[src/rtl/hazard_unit.sv]
// Pipeline hazard controller: load-use interlock, branch flush, operand forwarding
// and a memory-wait watchdog that halts the pipe if data memory never answers.
module hazard_unit #(
    parameter int AWIDTH    = 5,
    parameter int CNT_WIDTH = 16,
    parameter int MAX_WAIT  = 15
) (
    input  logic                 hz_clk,
    input  logic                 hz_rst,
    input  logic                 hz_i_ce,
    input  logic [AWIDTH-1:0]    hz_i_de_rs1_addr,
    input  logic [AWIDTH-1:0]    hz_i_de_rs2_addr,
    input  logic                 hz_i_de_rs1_use,
    input  logic                 hz_i_de_rs2_use,
    input  logic [AWIDTH-1:0]    hz_i_ex_rd_addr,
    input  logic                 hz_i_ex_rd_we,
    input  logic                 hz_i_ex_load,
    input  logic [AWIDTH-1:0]    hz_i_mem_rd_addr,
    input  logic                 hz_i_mem_rd_we,
    input  logic [AWIDTH-1:0]    hz_i_wb_rd_addr,
    input  logic                 hz_i_wb_rd_we,
    input  logic                 hz_i_change_pc,
    input  logic                 hz_i_mem_req,
    input  logic                 hz_i_mem_ack,
    output logic                 hz_o_stall_fe,
    output logic                 hz_o_stall_de,
    output logic                 hz_o_stall_ex,
    output logic                 hz_o_stall_mem,
    output logic                 hz_o_flush_de,
    output logic                 hz_o_flush_ex,
    output logic [1:0]           hz_o_fwd_a,
    output logic [1:0]           hz_o_fwd_b,
    output logic                 hz_o_timeout,
    output logic [CNT_WIDTH-1:0] hz_o_stall_cnt
);

    localparam int WW = (MAX_WAIT < 2) ? 1 : $clog2(MAX_WAIT + 1);
    localparam logic [WW-1:0] WAIT_LAST = WW'(MAX_WAIT - 1);

    typedef enum logic [1:0] {RUN, MEM_WAIT, HALT} state_e;

    state_e               state_q, state_d;
    logic [WW-1:0]        wait_q, wait_d;
    logic                 pend_q, pend_d;
    logic [CNT_WIDTH-1:0] cnt_q, cnt_d;

    logic       mem_stall, load_use, redirect;
    logic [3:0] stall_v;   // {fe, de, ex, mem}
    logic [1:0] flush_v;   // {de, ex}

    function automatic logic [1:0] fwd_sel(input logic [AWIDTH-1:0] a, input logic used);
        logic [1:0] sel;
        sel = 2'b00;
        if (used && a != '0) begin
            if (hz_i_ex_rd_we && !hz_i_ex_load && hz_i_ex_rd_addr == a)
                sel = 2'b01;
            else if (hz_i_mem_rd_we && hz_i_mem_rd_addr == a)
                sel = 2'b10;
            else if (hz_i_wb_rd_we && hz_i_wb_rd_addr == a)
                sel = 2'b11;
        end
        return sel;
    endfunction

    always_comb begin
        mem_stall = hz_i_mem_req && !hz_i_mem_ack && (state_q != HALT);
        load_use  = hz_i_ex_load && hz_i_ex_rd_we && (hz_i_ex_rd_addr != '0) &&
                    ((hz_i_de_rs1_use && hz_i_de_rs1_addr == hz_i_ex_rd_addr) ||
                     (hz_i_de_rs2_use && hz_i_de_rs2_addr == hz_i_ex_rd_addr));
        redirect  = hz_i_change_pc || pend_q;
    end

    always_ff @(posedge hz_clk or negedge hz_rst) begin
        if (!hz_rst) begin
            state_q <= RUN;
            wait_q  <= '0;
            pend_q  <= 1'b0;
            cnt_q   <= '0;
        end else begin
            state_q <= state_d;
            wait_q  <= wait_d;
            pend_q  <= pend_d;
            cnt_q   <= cnt_d;
        end
    end

    always_comb begin
        state_d = state_q;
        wait_d  = wait_q;
        if (hz_i_ce) begin
            case (state_q)
                RUN: begin
                    if (mem_stall) begin
                        state_d = MEM_WAIT;
                        wait_d  = '0;
                    end
                end
                MEM_WAIT: begin
                    if (hz_i_mem_ack) begin
                        state_d = RUN;
                        wait_d  = '0;
                    end else begin
                        wait_d = wait_q + 1'b1;
                        if (wait_q == WAIT_LAST)
                            state_d = HALT;
                    end
                end
                default: state_d = HALT;
            endcase
        end
    end

    // A redirect seen while memory holds the pipe is kept until the pipe moves again.
    always_comb begin
        pend_d = pend_q;
        cnt_d  = cnt_q;
        if (hz_i_ce) begin
            if (mem_stall && hz_i_change_pc)
                pend_d = 1'b1;
            else if (!mem_stall && state_q != HALT)
                pend_d = 1'b0;
            if (stall_v[3] && cnt_q != '1)
                cnt_d = cnt_q + 1'b1;
        end
    end

    always_comb begin
        stall_v = 4'b0000;
        flush_v = 2'b00;
        if (!hz_i_ce || state_q == HALT || mem_stall)
            stall_v = 4'b1111;
        else if (redirect)
            flush_v = 2'b11;
        else if (load_use) begin
            stall_v = 4'b1100;
            flush_v = 2'b01;
        end
    end

    // Async reset must silence the control outputs immediately, not at the next edge.
    always_comb begin
        {hz_o_stall_fe, hz_o_stall_de, hz_o_stall_ex, hz_o_stall_mem} = hz_rst ? stall_v : 4'b0000;
        {hz_o_flush_de, hz_o_flush_ex} = hz_rst ? flush_v : 2'b00;
        hz_o_fwd_a     = hz_rst ? fwd_sel(hz_i_de_rs1_addr, hz_i_de_rs1_use) : 2'b00;
        hz_o_fwd_b     = hz_rst ? fwd_sel(hz_i_de_rs2_addr, hz_i_de_rs2_use) : 2'b00;
        hz_o_timeout   = (state_q == HALT);
        hz_o_stall_cnt = cnt_q;
    end

endmodule

[config.mk]
export PLATFORM = sky130hd
export DESIGN_NAME = hazard_unit
export DESIGN_NICKNAME = d
export VERILOG_FILES = /design/src/rtl/hazard_unit.sv
export SDC_FILE = /design/constraint.sdc
export NUM_CORES = 1
export LEC_CHECK = 0
export CAP_MARGIN = 20
export CELL_PAD_IN_SITES_DETAIL_PLACEMENT = 1
export CELL_PAD_IN_SITES_GLOBAL_PLACEMENT = 2
export CORE_MARGIN = 2
export CORE_UTILIZATION = 26
export CTS_BUF_LIST = sky130_fd_sc_hd__clkbuf_2
export DETAILED_ROUTE_END_ITERATION = 10
export PLACE_DENSITY = 0.79
export SETUP_SLACK_MARGIN = 0.05
export SKIP_LAST_GASP = 1
export SLEW_MARGIN = 40
export SYNTH_ARGS = -nofsm -noshare
export SYNTH_HDL_FRONTEND = slang
export SYNTH_SLANG_ARGS = --single-unit
[constraint.sdc]
create_clock -name hz_clk -period 2.58 [get_ports hz_clk]
set_input_delay 0.387 -clock hz_clk [delete_from_list [all_inputs] [get_ports hz_clk]]
set_output_delay 0.387 -clock hz_clk [all_outputs]
set_load 0.005 [all_outputs]
==> results of run 1 <==
-- layer usage --
metal,track usage,wire length (µm),up-vias
met3,0.0224,117,4
li1,-,-,823
met5,0,0,-
met2,0.273,2760,22
met1,0.213,2510,794
met4,0.0216,31,0
-- final cells by class --
| cell class | instances | area (µm²) | area share |
|---|---|---|---|
| clock buffers | 3 | 15.0 | 0.00567 |
| repair buffers | 85 | 772 | 0.291 |
| well taps | 77 | 96.3 | 0.0364 |
| clock inverters | 1 | 5.00 | 0.00189 |
| multi-input cells | 157 | 1170 | 0.443 |
| inverters | 3 | 11.3 | 0.00425 |
| flip-flops and latches | 23 | 576 | 0.217 |
-- cells by family after synthesis --
family | Yosys count | share of synthesized area
xor+xnor | 45 | 0.231
simple gates | 88 | 0.287
compound gates | 20 | 0.0916
buf+inv | 7 | 0.0242
fa+ha+maj | 3 | 0.0220
flops | 23 | 0.337
mux | 1 | 0.00660
-- stage by stage --
stage / setup TNS [ns] / setup slack, ns / instances / area (µm²)
detailed placement: -1.76 / -0.364 / 344 / 2560
floorplan: 0 / 0.483 / 187 / 1710
finish: 0 / 0.120 / 349 / 2650
CTS: -0.143 / -0.143 / 349 / 2640
global placement: -1.71 / -0.356 / 344 / 2560
global route: 0 / 0.0345 / 349 / 2650
-- critical path, delay by kind of cell --
family	cells	cell delay [ns]
AND/OR/NAND/NOR	3	0.47
AO/OA/AOI/OAI	1	0.15
XOR/XNOR	1	0.19
buffers and inverters	3	0.87
-- layout by cell type, fill, tap and decap left out, types with 2 or more instances in the layout --
cell type        synthesis  layout
and2_1                   2       2
dlymetal6s2s_1           0       2
or2_2                    3       3
o211ai_1                 2       2
clkdlybuf4s50_1          0      41
o21ai_0                  6       6
nor4_1                   8       4
nor2_1                  14      14
and3_1                   4       4
clkbuf_2                 0       4
xnor2_1                  4       4
nor2b_1                  5       4
nand2b_1                 3       3
nand3_1                 10      10
xor2_1                  41      38
dfrtp_1                 23      23
buf_4                    2      22
nor3_2                   1       3
nor3_1                   9       7
ha_1                     3       3
nor4_2                   1       5
nand2_1                 16      16
a21oi_1                  5       5
xor2_2                   0       3
dlygate4sd2_1            0      19
inv_1                    3       3
-- power breakdown --
group	internal, mW	switching, mW	leakage, nW
combinational	0.239	0.189	0.871
sequential	0.419	0.0697	0.306
clock	0.0351	0.113	0.0164
-- sequential cells by signal, summed over array words and instances (netlist names) --
signal and cells:
state_q 2, pend_q 1, hz_o_stall_cnt 16, wait_q 4
-- final timing paths --
check | from | endpoint | slack [ns]
max | hz_i_mem_rd_addr[0] | hz_o_fwd_a[0] | 0.12
min | hz_rst | wait_q[3] | 0.40
max reg2reg | hz_o_stall_cnt[7] | hz_o_stall_cnt[1] | 0.52
min reg2reg | hz_o_stall_cnt[9] | hz_o_stall_cnt[9] | 0.53
max in group asynchronous | hz_rst | state_q[1] | 1.75
min in group hz_clk | hz_o_stall_cnt[9] | hz_o_stall_cnt[9] | 0.53
-- repair_timing --
action / 4_1_cts / 5_1_grt
pin swaps: 8 / 5
endpoints found under the setup margin: 7 / 5
buffers inserted: 1 / 0
hold endpoints to repair: 0 / 0
cloned: 0 / 0
resized for setup: 32 / 6
-- cells in the mapped netlist (all sizes together) --
cell type  count  share of area
nand3b         1         0.0044
and4           1         0.0051
o21ai          6          0.018
buf            3          0.015
nand4          1         0.0037
or3            1         0.0037
o311a          1         0.0059
nand2         16          0.035
nor2b          5          0.018
xor2          41           0.21
nand3         10          0.029
a21oi          5          0.015
and3           4          0.015
o21bai         1         0.0044
nand2b         3          0.011
or2            3          0.011
nor3b          2         0.0088
or4            2         0.0088
nor4b          2          0.010
nor2          15          0.034
nor3          10          0.032
a31oi          2          0.016
and2           2         0.0073
clkbuf         1         0.0022
nor4          10          0.049
o211ai         2         0.0088
o32ai          1         0.0051
inv            3         0.0066
xnor2          4          0.021
ha             3          0.022
mux2           1         0.0066
o31ai          1          0.012
dfrtp         23           0.34
a32o           1         0.0066
==> impl_metrics.json, run 1 <==
{
  "status": "completed",
  "crit_path_end_kind": "primary output",
  "finalMaxSlewViolations": 0,
  "finalHoldViolations": 0,
  "synthesis.nets": 227,
  "antenna_found_initial": 0,
  "yosys_warnings": 0,
  "num_rows": 29,
  "fill_cells": 756,
  "route.detailed.drc": 0,
  "drive_gt1_frac": 0.184,
  "maxCapViolations": 0,
  "ant_nets": 0,
  "num_vias": 1643,
  "crit_type": "primary input to primary output",
  "worst_clock_skew_ns": 0.0154,
  "power_leakage_nw": 1.19,
  "ys_types": 40,
  "cts_buffers": 3,
  "drtIter0Drc": 44,
  "ys_ff_latch": 23,
  "finalCritPeriodShare": 0.954,
  "rsz0062_at_grt": "false",
  "peakVddDrop_uv": 381,
  "initial_core_util": 0.269,
  "cts-root-buf": "clkbuf_2",
  "die_w_um": 85.0,
  "yosysSeqAreaShare": 0.337,
  "worst_path_max_delay_cell": "clkdlybuf4s50_1",
  "io_pins": 64,
  "min_path_type": "primary input to async pin",
  "holdWs_ns": 0.404,
  "die_y_um": 85.0,
  "crit_required_ns": 2.19,
  "dpl.hpwl_um": 4470,
  "grt_use_total": 0.157,
  "routed_wl_um": 5420,
  "hold_buffers": 0,
  "worstPathMaxFanout": 2,
  "setup_viol": 0,
  "slew_headroom": 0.570,
  "io_buffers": 63,
  "routedWlPerCell_um": 15.5,
  "cp-start-kind": "primary input",
  "htreeDepth": 1,
  "final_util": 0.417,
  "grt_first_pass_wirelength_um": 9060,
  "max_freq_mhz": 406,
  "crit_chain": "clkdlybuf4s50_1 > xor2_1 > nor4_2 > nand3_1 > buf_4 > a21oi_1 > nor2_1 > dlygate4sd2_1",
  "worst-slew-pin-transition_ns": 0.639,
  "synth_cells": 187,
  "grt_pass1_vias": 1741,
  "cts_tree": "yes",
  "grt_remaining_overflow": 0,
  "core_area_um2": 6350,
  "place_congestion": 0.801,
  "finalPower_mw": 1.06,
  "clockBufferDepth": 2,
  "cts.sinks": 23,
  "fin_crit_ns": 2.46,
  "postSynthAreaPerCell_um2": 9.13,
  "grt_max_degree": 21,
  "die_area_um2": 7230,
  "clkLatencyLatePin_ns": 0.34,
  "routed_via_density": 4.71,
  "drt_first_pass_iters": 4,
  "area.growth.synth_to_final_pct": 55.2,
  "synthesis.area_um2": 1710,
  "n_antenna_cell": 0,
  "reg2reg_depth": 6,
  "p_per_area_nw_per_um2": 402,
  "cpPeakStageDelay_ns": 0.45,
  "clkSlewWorstSetupHoldPaths_ns": 0.21,
  "nNetsFinal": 313,
  "arrival_ns": 2.07
}
No activity file was read; power rests on OpenSTA's default activity.
==> run 2, diff against run 1 <==
--- a/config.mk
+++ b/config.mk
@@ -13,9 +13,8 @@
 export CTS_BUF_LIST = sky130_fd_sc_hd__clkbuf_2
 export DETAILED_ROUTE_END_ITERATION = 10
 export PLACE_DENSITY = 0.79
-export SETUP_SLACK_MARGIN = 0.05
 export SKIP_LAST_GASP = 1
-export SLEW_MARGIN = 40
+export SLEW_MARGIN = 15
 export SYNTH_ARGS = -nofsm -noshare
 export SYNTH_HDL_FRONTEND = slang
 export SYNTH_SLANG_ARGS = --single-unit
==> impl_metrics.json, run 2 (synthesis results as in run 1) <==
{
  "arrival_ns": 2.10,
  "fill_cells": 755,
  "reg2reg_depth": 6,
  "min_path_type": "primary input to async pin",
  "cp-start-kind": "primary input",
  "crit_type": "primary input to primary output",
  "dpl_worst_slack_ns": -0.364,
  "routed_wl_um": 5460,
  "clkSlewWorstSetupHoldPaths_ns": 0.21,
  "p_int_mw": 0.699,
  "grt_pass1_vias": 1768,
  "core_area_um2": 6350,
  "route.detailed.drc": 0,
  "n_antenna_cell": 0,
  "peakVddDrop_uv": 378,
  "grt_max_degree": 21,
  "finalHoldViolations": 0,
  "worstPathMaxFanout": 3,
  "htreeDepth": 1,
  "status": "completed",
  "p_sw_frac": 0.348,
  "finalMaxSlewViolations": 0,
  "final_common_cell": "clkdlybuf4s50_1",
  "cts_buffers": 3,
  "die_area_um2": 7230,
  "clkLatencyLatePin_ns": 0.34,
  "grt_first_pass_wirelength_um": 9140,
  "grt_use_total": 0.158,
  "ant_nets": 0,
  "p_per_area_nw_per_um2": 402,
  "num_vias": 1662,
  "drtIter0Drc": 43,
  "io_buffers": 63,
  "cts-root-buf": "clkbuf_2",
  "nNetsFinal": 316,
  "final_cell_mix": "clkdlybuf4s50_1 (42), xor2_1 (39), buf_4 (25), dfrtp_1 (23), dlygate4sd2_1 (18)",
  "finalCritPeriodShare": 0.964,
  "dpl.hpwl_um": 4470,
  "power_switching_mw": 0.374,
  "power_frac_comb": 0.407,
  "setup_viol": 0,
  "routedWlPerCell_um": 15.5,
  "worst_clock_skew_ns": 0.0162,
  "routed_via_density": 4.72,
  "cts.sinks": 23,
  "drive_gt1_frac": 0.193,
  "regToRegSetupSlack_ns": 0.52,
  "final_cells": 352,
  "io_pins": 64,
  "largest_reg_flops": 16,
  "max_freq_mhz": 402,
  "maxCapViolations": 0,
  "fin_ws_ns": 0.0917,
  "dp.cells": 344,
  "crit_path_end_kind": "primary output",
  "regToRegEndpoint": "hz_o_stall_cnt[1]",
  "seqPwrFrac": 0.455,
  "rsz0062_at_grt": "false",
  "fin_crit_ns": 2.49,
  "grt_remaining_overflow": 0,
  "pwr-share-clk": 0.138,
  "clockBufferDepth": 2,
  "worst-slew-pin-transition_ns": 0.630,
  "r2r-start": "hz_o_stall_cnt[7]",
  "die_y_um": 85.0,
  "slew_headroom": 0.575,
  "antenna_found_initial": 0,
  "power_leakage_nw": 1.21,
  "area.growth.synth_to_final_pct": 56.2,
  "place_congestion": 0.801,
  "crit_required_ns": 2.19,
  "drt_first_pass_iters": 4,
  "cts_tree": "yes",
  "num_rows": 29,
  "initial_core_util": 0.269,
  "die_w_um": 85.0
}
==> run 2: area by class of cell <==
cell class | instances | area, µm² | share of cell area
inverters | 3 | 11.3 | 0.00422
clock inverters | 1 | 5.00 | 0.00188
multi-input cells | 157 | 1170 | 0.438
well taps | 77 | 96.3 | 0.0361
flip-flops and latches | 23 | 576 | 0.216
clock buffers | 3 | 15.0 | 0.00563
repair buffers | 88 | 796 | 0.298
==> run 2: metrics by stage <==
step / power [mW] / utilization / hold slack [ns] / area, µm² / TNS (ns)
global placement: 0.911 / 0.403 / 0.476 / 2560 / -1.71
global route: 1.15 / 0.420 / 0.401 / 2670 / 0
CTS: 1.08 / 0.419 / 0.407 / 2660 / -0.143
detailed placement: 0.918 / 0.403 / 0.497 / 2560 / -1.76
floorplan: 0.660 / - / 0.0914 / 1710 / 0
finish: 1.07 / 0.420 / 0.411 / 2670 / 0
==> run 2: power groups by stage <==
stage / combinational, mW / clock (mW) / sequential (mW)
floorplan: 0.174 / 0 / 0.486
global placement: 0.415 / 0 / 0.496
detailed placement: 0.423 / 0 / 0.495
CTS: 0.438 / 0.153 / 0.490
global route: 0.478 / 0.170 / 0.503
finish: 0.436 / 0.148 / 0.489
==> run 2: repair_timing <==
item,in CTS,in global routing
setup endpoints to repair,7,3
gates resized for setup,32,5
cloned,0,0
pin swaps,7,4
hold buffers,0,0
buffers inserted,4,0
==> run 2: worst max path at each step <==
stage	from	to	slack [ns]	depth (start not counted)
after global placement	hz_i_de_rs2_addr[4]	hz_o_fwd_b[0]	-0.36	8
after detailed placement	hz_i_de_rs2_addr[4]	hz_o_fwd_b[0]	-0.36	8
after global routing	hz_i_wb_rd_addr[1]	hz_o_fwd_a[1]	0.04	7
final	hz_i_de_rs1_addr[3]	hz_o_fwd_a[1]	0.09	6
after floorplan	hz_i_ex_rd_addr[0]	hz_o_stall_fe	0.48	6
after CTS	hz_i_wb_rd_addr[1]	hz_o_fwd_b[0]	-0.14	8
==> run 2: worst max-delay path: stages <==
cell and delay, ns:
clkdlybuf4s50_1 0.44, buf_4 0.17, or4_4 0.48, o211ai_1 0.26
nor3_1 0.09, dlygate4sd2_1 0.27
==> run 2: routing by layer <==
metal  vias to the layer above  share of wire  GRT usage
met5                         -              0          0
met4                         0         0.0057     0.0216
met3                         4          0.022     0.0224
met2                        22           0.51      0.276
met1                       805           0.46      0.214
li1                        831              -          -
==> run 3, diff against run 2 <==
--- a/config.mk
+++ b/config.mk
@@ -9,10 +9,11 @@
 export CELL_PAD_IN_SITES_DETAIL_PLACEMENT = 1
 export CELL_PAD_IN_SITES_GLOBAL_PLACEMENT = 2
 export CORE_MARGIN = 2
-export CORE_UTILIZATION = 26
+export CORE_UTILIZATION = 38
 export CTS_BUF_LIST = sky130_fd_sc_hd__clkbuf_2
 export DETAILED_ROUTE_END_ITERATION = 10
-export PLACE_DENSITY = 0.79
+export DONT_BUFFER_PORTS = 1
+export PLACE_DENSITY_LB_ADDON = 0.1
 export SKIP_LAST_GASP = 1
 export SLEW_MARGIN = 15
 export SYNTH_ARGS = -nofsm -noshare
==> impl_metrics.json, run 3 (synthesis results as in run 1) <==
{
  "status": "completed",
  "power_frac_comb": 0.252,
  "nNetsFinal": 231,
  "drtIter0Drc": 55,
  "pwr-share-clk": 0.172,
  "htreeDepth": 1,
  "holdPathStages": 1,
  "final_cells": 242,
  "min_from": "hz_i_ce",
  "fin_crit_ns": 2.12,
  "fin_ws_ns": 0.459,
  "die_w_um": 71.0,
  "p_per_area_nw_per_um2": 479,
  "cts_resized": 0,
  "grt_use_total": 0.194,
  "setup_viol": 0,
  "reg2reg_depth": 6,
  "maxCapViolations": 0,
  "power_leakage_nw": 0.784,
  "place_congestion": 0.914,
  "hold_end": "state_q[0]",
  "slew_headroom": 0.565,
  "route.detailed.drc": 0,
  "final_cell_mix": "xor2_1 (41), dfrtp_1 (23), nand2_1 (16), nor2_1 (14), nand3_1 (10)",
  "routed_via_density": 5.67,
  "ant_nets": 0,
  "routed_wl_um": 4500,
  "routedWlPerCell_um": 18.6,
  "holdWs_ns": 0.101,
  "io_buffers": 0,
  "die_y_um": 71.0,
  "crit_start": "state_q[0]",
  "p_int_mw": 0.555,
  "antenna_found_initial": 0,
  "grt_first_pass_wirelength_um": 7820,
  "num_vias": 1372,
  "r2r-start": "hz_o_stall_cnt[7]",
  "cts.sinks": 23,
  "drt_first_pass_iters": 4,
  "peakVddDrop_uv": 300,
  "rsz0062_at_grt": "false",
  "crit_required_ns": 2.19,
  "initial_core_util": 0.392,
  "regToRegEndpoint": "hz_o_stall_cnt[1]",
  "num_rows": 24,
  "die_area_um2": 5040,
  "dpl.hpwl_um": 3680,
  "crit_type": "flip-flop to primary output",
  "post_cts.repair.setup_buffers": 0,
  "io_pins": 64,
  "p_sw_frac": 0.356,
  "worst_clock_skew_ns": 0.0263,
  "clkSlewWorstSetupHoldPaths_ns": 0.24,
  "grt_max_degree": 24,
  "seqPwrFrac": 0.576,
  "crit_path_end_kind": "primary output",
  "area.growth.synth_to_final_pct": 5.43,
  "clkLatencyLatePin_ns": 0.34,
  "power_switching_mw": 0.307,
  "grt_pass1_vias": 1517,
  "grt_remaining_overflow": 0,
  "setup-tns-final_ns": 0,
  "dp.cells": 236,
  "finalHoldViolations": 0,
  "max_freq_mhz": 471,
  "core_area_um2": 4350,
  "finalMaxSlewViolations": 0,
  "cts-root-buf": "clkbuf_2",
  "worstPathMaxFanout": 5,
  "n_antenna_cell": 0,
  "final_common_cell": "xor2_1",
  "finalPower_mw": 0.863,
  "arrival_ns": 1.73,
  "drive_gt1_frac": 0.0842,
  "largest_reg_flops": 16,
  "min_path_type": "primary input to flip-flop",
  "worst-slew-pin-transition_ns": 0.646,
  "regToRegSetupSlack_ns": 0.57,
  "cp-start-kind": "flip-flop",
  "cts_buffers": 3,
  "clockBufferDepth": 2,
  "dpl_worst_slack_ns": 0.576,
  "cts_tree": "yes",
  "finalCritPeriodShare": 0.822
}
==> run 3: cell count changes in the layout (fill, tap and decap cells not counted), sizes merged <==
cell	previous run	this run
dlymetal6s2s	2	0
buf	25	2
dlygate4sd3	0	1
clkbuf	4	3
clkdlybuf4s50	42	0
dlygate4sd2	18	0
==> run 3: metrics by stage <==
step                      instance area (µm²)   util
after CTS                                1800  0.413
final                                    1800  0.413
after global placement                   1750  0.402
after floorplan                          1710      -
after detailed placement                 1750  0.402
after global routing                     1800  0.413
==> run 3: final cells by class <==
cell class | count | area (µm²)
clock inverter | 1 | 5.00
inverter | 3 | 11.3
clock buffer | 3 | 15.0
fill | 515 | 2550
sequential | 23 | 576
tap | 52 | 65.1
multi-input combinational | 157 | 1090
timing repair buffer | 3 | 37.5
==> run 3: worst max path at each step <==
stage                     slack, ns  depth (start not counted)                  to
final                          0.46                          5       hz_o_stall_de
after global routing           0.27                          5       hz_o_stall_de
after CTS                      0.42                          5       hz_o_stall_de
after detailed placement       0.58                          7  hz_o_stall_cnt[10]
after global placement         0.60                          6   hz_o_stall_cnt[7]
after floorplan                0.48                          6       hz_o_stall_fe
==> run 3: critical path, stage by stage (launching register included) <==
cell and delay, ns:
dfrtp_1 0.47, nand2b_1 0.18, nand2_1 0.08, or2_2 0.31, a31oi_4 0.22, nor2b_1 0.13
==> run 3: repair_timing <==
item | CTS | global route
endpoints found under the hold margin | 23 | 0
endpoints found under the setup margin | 0 | 0
hold buffers | 2 | 0
==> run 3: power groups by stage <==
| stage | clock network, mW | logic (mW) | registers, mW |
|---|---|---|---|
| after detailed placement | 0 | 0.207 | 0.507 |
| after global routing | 0.175 | 0.254 | 0.511 |
| after CTS | 0.160 | 0.222 | 0.500 |
| final | 0.149 | 0.217 | 0.497 |
| after global placement | 0 | 0.197 | 0.504 |
| after floorplan | 0 | 0.174 | 0.486 |
==> run 3: routing by layer <==
layer	vias up	wire length (µm)	track usage
li1	657	-	-
met3	6	304	0.0527
met5	-	0	0
met2	35	2290	0.339
met1	674	1840	0.239
met4	0	61	0.0419
